File: config.mk
export PLATFORM = sky130hd
export DESIGN_NAME = mult_scheduler_flat
export DESIGN_NICKNAME = d
export VERILOG_FILES = /design/src/rtl/mult_scheduler_pkg.sv /design/src/rtl/mult_scheduler_if.sv /design/src/rtl/mult_scheduler_mult.sv /design/src/rtl/mult_scheduler.sv /design/src/flat_wrapper.sv
export SDC_FILE = /design/constraint.sdc
export NUM_CORES = 1
export LEC_CHECK = 0
export BUFFER_PORTS_ARGS = -buffer_cell sky130_fd_sc_hd__buf_2
export CAP_MARGIN = 20
export CORE_MARGIN = 2
export CORE_UTILIZATION = 40
export CTS_CLUSTER_DIAMETER = 60
export DETAILED_ROUTE_END_ITERATION = 10
export GPL_TIMING_DRIVEN = 0
export PLACE_DENSITY = 0.67
export SLEW_MARGIN = 10
export SYNTH_ARGS = -nofsm -noshare
export SYNTH_HDL_FRONTEND = slang
export SYNTH_SLANG_ARGS = --single-unit
File: constraint.sdc
create_clock -name clk -period 5.5 [get_ports clk]
set_input_delay 1.375 -clock clk [delete_from_list [all_inputs] [get_ports clk]]
set_output_delay 1.375 -clock clk [all_outputs]
set_load 0.02 [all_outputs]
File: src/rtl/mult_scheduler_pkg.sv
// Shared types for the two-requester multiplier scheduler.
// Holds FSM states, requester ids and default widths.
package mult_sched_pkg;

  localparam int WIDTH_DEF = 16;
  localparam int FRAC_DEF  = 15;

  localparam logic REQ_GAIN = 1'b0;
  localparam logic REQ_FB   = 1'b1;

  typedef enum logic [1:0] {
    IDLE,
    RUN,
    FIX,
    DONE
  } state_t;

  // Context latched at the handshake and
  // carried through to the result.
  typedef struct packed {
    logic sign;
    logic id;
  } job_t;

endpackage

File: src/rtl/mult_scheduler_if.sv
// Request/result handshake bundle for mult_scheduler.
// master: requesters + consumer side; slave: scheduler side.
interface mult_scheduler_if
  import mult_sched_pkg::*;
#(
  parameter int WIDTH = WIDTH_DEF
);

  logic             req0_valid;
  logic             req0_ready;
  logic [WIDTH-1:0] req0_a;
  logic [WIDTH-1:0] req0_b;

  logic             req1_valid;
  logic             req1_ready;
  logic [WIDTH-1:0] req1_a;
  logic [WIDTH-1:0] req1_b;

  logic             res_valid;
  logic             res_ready;
  logic [WIDTH-1:0] res_data;
  logic             res_id;

  modport master (
    output req0_valid, req0_a, req0_b,
    output req1_valid, req1_a, req1_b,
    output res_ready,
    input  req0_ready, req1_ready,
    input  res_valid, res_data, res_id
  );

  modport slave (
    input  req0_valid, req0_a, req0_b,
    input  req1_valid, req1_a, req1_b,
    input  res_ready,
    output req0_ready, req1_ready,
    output res_valid, res_data, res_id
  );

endinterface

File: src/rtl/mult_scheduler_mult.sv
// Unsigned iterative shift-add multiplier, one bit per cycle.
// Ports: clk, rst_n, start, a, b -> done, product.
module shift_add_mult
  import mult_sched_pkg::*;
#(
  parameter int WIDTH = WIDTH_DEF
) (
  input  logic               clk,
  input  logic               rst_n,
  input  logic               start,
  input  logic [WIDTH-1:0]   a,
  input  logic [WIDTH-1:0]   b,
  output logic               done,
  output logic [2*WIDTH-1:0] product
);

  localparam int PW = 2 * WIDTH;
  localparam int CW = $clog2(WIDTH + 1);

  logic [PW-1:0]    acc_q;
  logic [PW-1:0]    mcand_q;
  logic [WIDTH-1:0] mplier_q;
  logic [CW-1:0]    cnt_q;
  logic [PW-1:0]    acc_d;

  always_comb begin
    acc_d = acc_q;
    if (mplier_q[0]) begin
      acc_d = acc_q + mcand_q;
    end
  end

  always_ff @(posedge clk or negedge rst_n) begin
    if (!rst_n) begin
      acc_q    <= '0;
      mcand_q  <= '0;
      mplier_q <= '0;
      cnt_q    <= '0;
    end else if (start) begin
      acc_q    <= '0;
      mcand_q  <= {{WIDTH{1'b0}}, a};
      mplier_q <= b;
      cnt_q    <= CW'(WIDTH);
    end else if (cnt_q != '0) begin
      acc_q    <= acc_d;
      mcand_q  <= mcand_q << 1;
      mplier_q <= mplier_q >> 1;
      cnt_q    <= cnt_q - CW'(1);
    end
  end

  // High during the final iteration; product is
  // complete on the following cycle.
  assign done    = (cnt_q == CW'(1));
  assign product = acc_q;

endmodule

File: src/rtl/mult_scheduler.sv
// Round-robin share of one shift-add multiplier, signed Q1.15.
// Ports: clk, rst_n, bus (slave: req0/req1/res), busy.
module mult_scheduler
  import mult_sched_pkg::*;
#(
  parameter int WIDTH = WIDTH_DEF,
  parameter int FRAC  = FRAC_DEF
) (
  input  logic             clk,
  input  logic             rst_n,
  mult_scheduler_if.slave  bus,
  output logic             busy
);

  localparam int PW = 2 * WIDTH;

  localparam logic signed [PW-1:0] MAXV =
    {{(WIDTH+1){1'b0}}, {(WIDTH-1){1'b1}}};
  localparam logic signed [PW-1:0] MINV =
    {{(WIDTH+1){1'b1}}, {(WIDTH-1){1'b0}}};

  state_t state_q;
  state_t state_d;

  logic             last_q;
  job_t             job_q;
  logic [WIDTH-1:0] res_q;
  logic             rid_q;

  logic             idle;
  logic             g0;
  logic             g1;
  logic             hs;
  logic             grant_id;
  logic [WIDTH-1:0] sel_a;
  logic [WIDTH-1:0] sel_b;
  logic [WIDTH-1:0] mag_a;
  logic [WIDTH-1:0] mag_b;

  logic             core_done;
  logic [PW-1:0]    core_prod;

  logic signed [PW-1:0] prod_s;
  logic signed [PW-1:0] shf_s;
  logic [WIDTH-1:0]     sat;

  // Gated by rst_n so ready is low while reset
  // is held even with a requester valid.
  assign idle = (state_q == IDLE) && rst_n;

  always_comb begin
    g0 = bus.req0_valid &&
         (!bus.req1_valid || last_q);
    g1 = bus.req1_valid &&
         (!bus.req0_valid || !last_q);
  end

  assign bus.req0_ready = idle && g0;
  assign bus.req1_ready = idle && g1;

  assign hs = (bus.req0_valid && bus.req0_ready) ||
              (bus.req1_valid && bus.req1_ready);

  assign grant_id = bus.req1_ready ? REQ_FB : REQ_GAIN;

  always_comb begin
    sel_a = grant_id ? bus.req1_a : bus.req0_a;
    sel_b = grant_id ? bus.req1_b : bus.req0_b;
    // -MIN wraps back to 0x8000, which is the
    // correct unsigned magnitude.
    mag_a = sel_a[WIDTH-1] ? (~sel_a + 1'b1) : sel_a;
    mag_b = sel_b[WIDTH-1] ? (~sel_b + 1'b1) : sel_b;
  end

  shift_add_mult #(
    .WIDTH (WIDTH)
  ) u_core (
    .clk     (clk),
    .rst_n   (rst_n),
    .start   (hs),
    .a       (mag_a),
    .b       (mag_b),
    .done    (core_done),
    .product (core_prod)
  );

  always_comb begin
    state_d = state_q;
    unique case (state_q)
      IDLE: if (hs) state_d = RUN;
      RUN:  if (core_done) state_d = FIX;
      FIX:  state_d = DONE;
      DONE: if (bus.res_ready) state_d = IDLE;
      default: state_d = IDLE;
    endcase
  end

  // Magnitude product fits in PW-1 bits, so the
  // negation cannot overflow.
  always_comb begin
    prod_s = job_q.sign ? -$signed(core_prod)
                        : $signed(core_prod);
    shf_s  = prod_s >>> FRAC;
    sat    = shf_s[WIDTH-1:0];
    unique case (1'b1)
      (shf_s > MAXV): sat = {1'b0, {(WIDTH-1){1'b1}}};
      (shf_s < MINV): sat = {1'b1, {(WIDTH-1){1'b0}}};
      default:        sat = shf_s[WIDTH-1:0];
    endcase
  end

  always_ff @(posedge clk or negedge rst_n) begin
    if (!rst_n) begin
      state_q <= IDLE;
      last_q  <= 1'b1;
      job_q   <= '0;
      res_q   <= '0;
      rid_q   <= 1'b0;
    end else begin
      state_q <= state_d;
      if (hs) begin
        last_q     <= grant_id;
        job_q.sign <= sel_a[WIDTH-1] ^ sel_b[WIDTH-1];
        job_q.id   <= grant_id;
      end
      if (state_q == FIX) begin
        res_q <= sat;
        rid_q <= job_q.id;
      end
    end
  end

  assign bus.res_valid = (state_q == DONE);
  assign bus.res_data  = res_q;
  assign bus.res_id    = rid_q;
  assign busy          = (state_q != IDLE);

endmodule
File: src/flat_wrapper.sv
// flat-port wrapper written by rule: the top's interface ports become plain ports
module mult_scheduler_flat import mult_sched_pkg::*;
#(
  parameter int WIDTH = WIDTH_DEF,
  parameter int FRAC  = FRAC_DEF
)
  (clk, rst_n, busy, bus_req0_valid, bus_req0_a, bus_req0_b, bus_req1_valid, bus_req1_a, bus_req1_b, bus_res_ready, bus_req0_ready, bus_req1_ready, bus_res_valid, bus_res_data, bus_res_id);
  mult_scheduler_if #(.WIDTH(WIDTH)) bus_i ();
  input  logic clk;
  input  logic rst_n;
  output logic busy;
  input wire logic [$bits(bus_i.req0_valid)-1:0] bus_req0_valid;
  input wire logic [$bits(bus_i.req0_a)-1:0] bus_req0_a;
  input wire logic [$bits(bus_i.req0_b)-1:0] bus_req0_b;
  input wire logic [$bits(bus_i.req1_valid)-1:0] bus_req1_valid;
  input wire logic [$bits(bus_i.req1_a)-1:0] bus_req1_a;
  input wire logic [$bits(bus_i.req1_b)-1:0] bus_req1_b;
  input wire logic [$bits(bus_i.res_ready)-1:0] bus_res_ready;
  output wire logic [$bits(bus_i.req0_ready)-1:0] bus_req0_ready;
  output wire logic [$bits(bus_i.req1_ready)-1:0] bus_req1_ready;
  output wire logic [$bits(bus_i.res_valid)-1:0] bus_res_valid;
  output wire logic [$bits(bus_i.res_data)-1:0] bus_res_data;
  output wire logic [$bits(bus_i.res_id)-1:0] bus_res_id;
  assign bus_i.req0_valid = bus_req0_valid;
  assign bus_i.req0_a = bus_req0_a;
  assign bus_i.req0_b = bus_req0_b;
  assign bus_i.req1_valid = bus_req1_valid;
  assign bus_i.req1_a = bus_req1_a;
  assign bus_i.req1_b = bus_req1_b;
  assign bus_i.res_ready = bus_res_ready;
  assign bus_req0_ready = bus_i.req0_ready;
  assign bus_req1_ready = bus_i.req1_ready;
  assign bus_res_valid = bus_i.res_valid;
  assign bus_res_data = bus_i.res_data;
  assign bus_res_id = bus_i.res_id;
  mult_scheduler #(.WIDTH(WIDTH), .FRAC(FRAC)) u_core (.clk(clk), .rst_n(rst_n), .bus(bus_i), .busy(busy));
endmodule
Word-level counts from Yosys, hierarchy flattened
Cells that the tools add are included.
{ "op_classes": {"bitwise": 3, "reduce_logical": 20, "eq_ne": 7, "addsub": 5, "mux": 20, "n_lt_le_gt_ge": 2} }
{ "ops": {"columns": ["operator", "n"], "rows": [
  ["32-bit two-way mux", 6],
  ["16-bit two-way mux", 6],
  ["16-bit by 1-bit adder with 16-bit output, second input constant", 2],
  ["32-bit adder", 1],
  ["32-bit negator", 1],
  ["16-bit NOT", 2],
  ["16-bit one-hot mux with 2 select lines", 1],
  ["17-bit by 16-bit greater-than comparator with 1-bit output, second input constant", 1],
  ["17-bit by 16-bit < comparator with 1-bit output, second input constant", 1],
  ["5-bit two-way mux", 2],
  ["2-bit one-hot mux with 4 select lines", 1],
  ["1-bit logical AND", 7],
  ["2-bit two-way mux", 3],
  ["2-bit nonzero test", 3],
  ["5-bit by 1-bit equality test with 1-bit output, second input constant", 1],
  ["5-bit nonzero test", 1],
  ["5-bit by 1-bit subtractor with 5-bit output, second input constant", 1],
  ["2-bit equality test, second input constant", 2],
  ["2-bit by 1-bit != test with 1-bit output, second input constant", 2],
  ["1-bit logical NOT", 3],
  ["1-bit logical OR", 3],
  ["3-bit AND reduction", 1],
  ["2-bit by 1-bit equality test with 1-bit output, second input constant", 1],
  ["2-bit logical NOT", 1],
  ["other kinds (4)", 4]
]} }
{ "word_totals": {"register_bits": 107, "out_inout_bits": 21, "elab_cells": 67, "input_bits": 69} }

Logic depth before layout (Yosys ltp)
{ "depth": {"depth_word": 10, "depth_mapped": 18, "depth_no_buf": 14} }

Cells and area by module
From an unflattened synthesis, not the netlist that was laid out.
{ "hier_totals": {"hier_cells": 989, "hier_area_um2": 8092.8} }
{ "by_module_without_submodules": {"columns": ["module", "cells_per_inst", "area_each_um2", "seq_area_each_um2", "instances"], "rows": [
  ["shift_add_mult", 628, 5403.9, 2127.0, 1],
  ["mult_scheduler", 361, 2688.8, 551.8, 1]
]} }

Worst setup path after synthesis
Ideal clock, no wire load.
{ "synth_timing": {"kind": "in2reg", "start": "in bus_req0_valid", "end": "reg u_core.u_core.mcand_q[14]", "t_required_ps": 5363, "setup_ps": 137, "arrival_ps": 4357, "cell_stages": 15, "path_buffers": 4, "setup_slack_ps": 1006, "cell_sequence": "and2_1 or2_1 inv_1 buf_2 buf_4 buf_2 buf_2 mux2i_1 ha_1 o21ai_0 o31ai_1 a21boi_0 nor2b_1 xnor2_1 a21oi_1"} }
{ "synth_between": {"elab_chain_cells": 10, "elab_cells_between_ends": 16, "cone_classes": "add/sub: 1; mux: 4; bitwise: 1; reduce/logical: 10"} }
{ "synth_rtl": {"columns": ["item", "line", "source"], "rows": [
  ["start, declared", "flat_wrapper.sv:12", "input wire logic [$bits(bus_i.req0_valid)-1:0] bus_req0_valid;"],
  ["1-bit logical NOT *", "mult_scheduler.sv:55", "(!bus.req0_valid || !last_q);"],
  ["1-bit logical OR *", "mult_scheduler.sv:55", null],
  ["1-bit logical AND *", "mult_scheduler.sv:54", "g1 = bus.req1_valid &&"],
  ["1-bit logical AND *", "mult_scheduler.sv:59", "assign bus.req1_ready = idle && g1;"],
  ["via bus_req1_ready", "flat_wrapper.sv:20", "output wire logic [$bits(bus_i.req1_ready)-1:0] bus_req1_ready;"],
  ["1-bit two-way mux", "mult_scheduler.sv:64", "assign grant_id = bus.req1_ready ? REQ_FB : REQ_GAIN;"],
  ["16-bit two-way mux", "mult_scheduler.sv:67", "sel_a = grant_id ? bus.req1_a : bus.req0_a;"],
  ["16-bit NOT", "mult_scheduler.sv:71", "mag_a = sel_a[WIDTH-1] ? (~sel_a + 1'b1) : sel_a;"],
  ["16-bit by 1-bit adder with 16-bit output", "mult_scheduler.sv:71", null],
  ["16-bit two-way mux", "mult_scheduler.sv:71", null],
  ["32-bit two-way mux", "mult_scheduler_mult.sv:39", "end else if (start) begin"],
  ["end signal, assigned", "mult_scheduler_mult.sv:41", "mcand_q <= {{WIDTH{1'b0}}, a};"],
  ["end signal, assigned", "mult_scheduler_mult.sv:46", "mcand_q <= mcand_q << 1;"],
  ["end, declared", "mult_scheduler_mult.sv:21", "logic [PW-1:0] mcand_q;"]
]} }
Mark *: on every way through the listed nets, which the timed path passes. The rest lies on a longest branch.
A chain may end at the register's enable or synchronous reset.

Final worst setup path
{ "layout_timing": {"start": "in rst_n", "end": "out bus_req1_ready"} }
{ "layout_between": {"elab_chain_cells": 2} }
{ "layout_rtl": {"columns": ["item", "line", "source"], "rows": [
  ["start, declared", "flat_wrapper.sv:10", "input logic rst_n;"],
  ["1-bit logical AND", "mult_scheduler.sv:49", "assign idle = (state_q == IDLE) && rst_n;"],
  ["1-bit logical AND", "mult_scheduler.sv:59", null],
  ["end, declared", "flat_wrapper.sv:20", null]
]} }
Every way passes these cells.

==> impl_metrics.tcl <==
set metrics [dict create \
    status "completed" \
    clk_latency_ns 0.36 \
    first_pass_iters 4 \
    antenna_left 0 \
    syn_to_final_growth_pct 14.7 \
    critical_path.startpoint_type "input port" \
    tns_ns 0 \
    setup.worst_path.start "rst_n" \
    synth.area.mux_share_pct 5.21 \
    root_buffer "clkbuf_16" \
    die_x_um 141 \
    fillers 1833 \
    synth_xor_area_share_pct 7.89 \
    num_io_pins 90 \
    syn_inst 911 \
    cts_buffer_depth 2 \
    min_period_ns 5.04 \
    port_buffers 89 \
    synthSimpleGateAreaFrac_pct 20.6 \
    grt_pass1_vias 6497 \
    r2r-end "u_core.u_core.mcand_q[14]$_DFFE_PN0P_" \
    slew_viol_final 0 \
    synthesis.nets 1022 \
    rrSetupSlack_ns 1.17 \
    cts_tree "yes" \
    power_density_nw_per_um2 596 \
    htree_levels 3 \
    antenna_found_initial 0 \
    drc 0 \
    rows 50 \
    crit_family "buffers and inverters" \
    synth_top_family_by_area "simple AND/OR/NAND/NOR gates" \
    cts_made_buffers 9 \
    fin_area_um2 8650 \
    skew_ns 0.0112 \
    combinationalPowerShare_pct 57.7 \
    grt_pass1_wl_um 33100 \
    vias 6879 \
    synthFlopType "dfrtp_1" \
    p_switching_w 0.00239 \
    ff2ff_path_depth 16 \
    rsz0062_at_grt "false" \
    synth_cell_types 67 \
    avgSynthCellArea_um2 8.28 \
    wl_per_cell_um 16.1 \
    clock_power_share_pct 13.1 \
    path_common_cell "buf_2" \
    p_int_w 0.00277 \
    post-route-period-util_pct 91.6 \
    die_y_um 141 \
    vias_per_cell 5.50 \
    drt-initial-drc-count 357 \
    sw_frac_of_total_pct 46.3 \
    dp_hpwl_um 15400 \
    dieArea_um2 20000 \
    cts_num_sinks 107 \
    cp.required_ns 4.12 \
    diodes 0 \
    setup_ws_ns 0.461 \
    mostFrequentLayoutCell "nand2_1" \
    yosys_warnings 0 \
    crit_path_max_incr_delay_ns 0.34 \
    async_flop_share_pct 100 \
    critPathKind "input port to primary output" \
    path_clk_slew_ns 0.08 \
    drv_cap 0 \
    crit_chain "buf_6, buf_16, nand3_1, or2_1, inv_1, buf_2, buf_4, clkbuf_4, buf_2" \
    start_util_pct 40.6 \
    final-seq-area_um2 2680 \
    crit_end "bus_req1_ready" \
    crit_buf_inv 7 \
    dp.cells 1235 \
    crit_arrival_ns 3.66 \
    nNetsFinal 1123 \
    crit_path_end_kind "primary output" \
    ir_worst_vdd_uv 191 \
    wirelength_um 20100 \
    cp_max_fo 42 \
    place_area_um2 8320 \
    synth_edf_count 0 \
    gp_congestion 0.921 \
    grtUsageTotal_pct 20.6 \
    grt_start_max_net_pins 43 \
    sequentialPowerShare_pct 29.2 \
    syn_area_um2 7540 \
    total_power_w 0.00516 \
    synth-compound-area-share_pct 20.2 \
    worstMarginPinSlew_ns 0.698 \
    critPathSlowestCell "buf_4" \
    hold_violations 0 \
    setup_viol 0 \
    min_path_type "flop to flop" \
    finalNonFillerCells 1251 \
    grt_remaining_overflow 0 \
    ys_ff_latch 107 \
    synth_fa_ha_area_share_pct 7.06 \
    multi_input_area_um2 4610 \
    post-place-ws_ns -0.525 \
    drive_above_1_share_pct 12.6 \
    seq_area_frac_synth_pct 35.5 \
    layout_common_cells "188 x nand2_1, 106 x dfrtp_1, 91 x buf_2" \
    worstSetupPathDepth 9 \
    r2r_start "u_core.state_q[0]$_DFFE_PN0P_" \
    fmaxAchievable_ghz 0.198 \
    core_um2 18600 \
    p_leak_nw 3.92 \
    slew-limit-headroom_pct 52.8 \
]
==> per-layer routing <==
layer / part of all wire [%] / GRT usage (%) / up-vias
met5: 0 / 0 / -
met4: 1.9 / 6.05 / 0
met3: 4.5 / 3.24 / 25
met2: 46 / 34.2 / 191
met1: 48 / 28.0 / 3214
li1: - / - / 3449
==> area by class of cell <==
class                      instances  area share [%]
inverter                          21           0.911
timing repair buffer              91            5.91
tap                              234            3.38
clock buffer                      10            2.65
sequential                       107            31.0
multi-input combinational        738            53.3
buffer                            44            2.08
clock inverter                     6           0.839
==> metrics by stage <==
| stage | util, % | hold WS (ns) |
|---|---|---|
| finish | 46.6 | 0.474 |
| global route | 46.6 | 0.500 |
| CTS | 46.6 | 0.475 |
| detailed placement | 44.8 | 0.464 |
| global placement | 44.6 | 0.453 |
| floorplan | - | 0.441 |
==> worst min-delay path, cell delays in order (launching register included) <==
cell and delay, ns:
dfstp_2 0.38, nand2_1 0.05, nand2_1 0.05
==> flip-flops by register name (all words and copies together) (netlist names) <==
register                flops
u_core.u_core.mcand_q      32
u_core.u_core.product      32
u_core.bus.res_data        16
u_core.u_core.mplier_q     16
u_core.u_core.cnt_q         5
u_core.job_q                2
u_core.state_q              2
u_core.bus.res_id           1
u_core.last_q               1
==> timing repair <==
action                                  4_1_cts  5_1_grt
gates cloned                                  1        0
setup buffers                                 0        0
hold buffers                                  0        0
pin swaps                                     0        1
resized for setup                             0        3
endpoints found under the setup margin        5        5
==> logic make-up after synthesis <==
group	count (synthesis)
xor+xnor	68
mux	39
simple gates	350
fa+ha+maj	42
compound gates	239
flops	107
buf+inv	66
==> how the worst min path moves through the flow <==
stage                                       end                        start  cells after the start
CTS                   u_core.last_q$_DFFE_PN1N_    u_core.last_q$_DFFE_PN1N_                      2
global placement      u_core.last_q$_DFFE_PN1N_    u_core.last_q$_DFFE_PN1N_                      2
global route          u_core.last_q$_DFFE_PN1N_    u_core.last_q$_DFFE_PN1N_                      2
detailed placement    u_core.last_q$_DFFE_PN1N_    u_core.last_q$_DFFE_PN1N_                      2
floorplan           u_core.job_q[0]$_DFFE_PN0N_  u_core.job_q[0]$_DFFE_PN0N_                      2
finish                u_core.last_q$_DFFE_PN1N_    u_core.last_q$_DFFE_PN1N_                      2
==> cell usage after synthesis (all sizes together) (4+ instances only) <==
library cell / number / area (um^2)
clkbuf: 34 / 128
or3: 19 / 119
o211ai: 7 / 52.6
buf: 11 / 55.0
inv: 21 / 78.8
nand2: 188 / 706
a22o: 15 / 131
o21a: 4 / 30.0
dfrtp: 106 / 2650
o31ai: 11 / 82.6
a21oi: 81 / 405
a211oi: 9 / 67.6
nor3: 22 / 115
or4: 4 / 30.0
xnor2: 31 / 272
a21o: 10 / 76.3
nor4: 8 / 50.1
and3: 9 / 56.3
a31oi: 26 / 169
o21ai: 45 / 225
nand3: 11 / 60.1
ha: 41 / 513
nand2b: 6 / 37.5
nor2: 65 / 244
xor2: 37 / 324
nand4: 4 / 25.0
a21boi: 4 / 30.0
mux2i: 37 / 370
==> power by group through the flow <==
stage / combinational [W] / sequential (W) / clock, W
CTS: 0.00298 / 0.00150 / 0.000688
detailed placement: 0.00296 / 0.00151 / 0
finish: 0.00297 / 0.00151 / 0.000677
global route: 0.00336 / 0.00155 / 0.000712
global placement: 0.00290 / 0.00151 / 0
floorplan: 0.00225 / 0.00147 / 0
(Power assumes the default switching activity.)
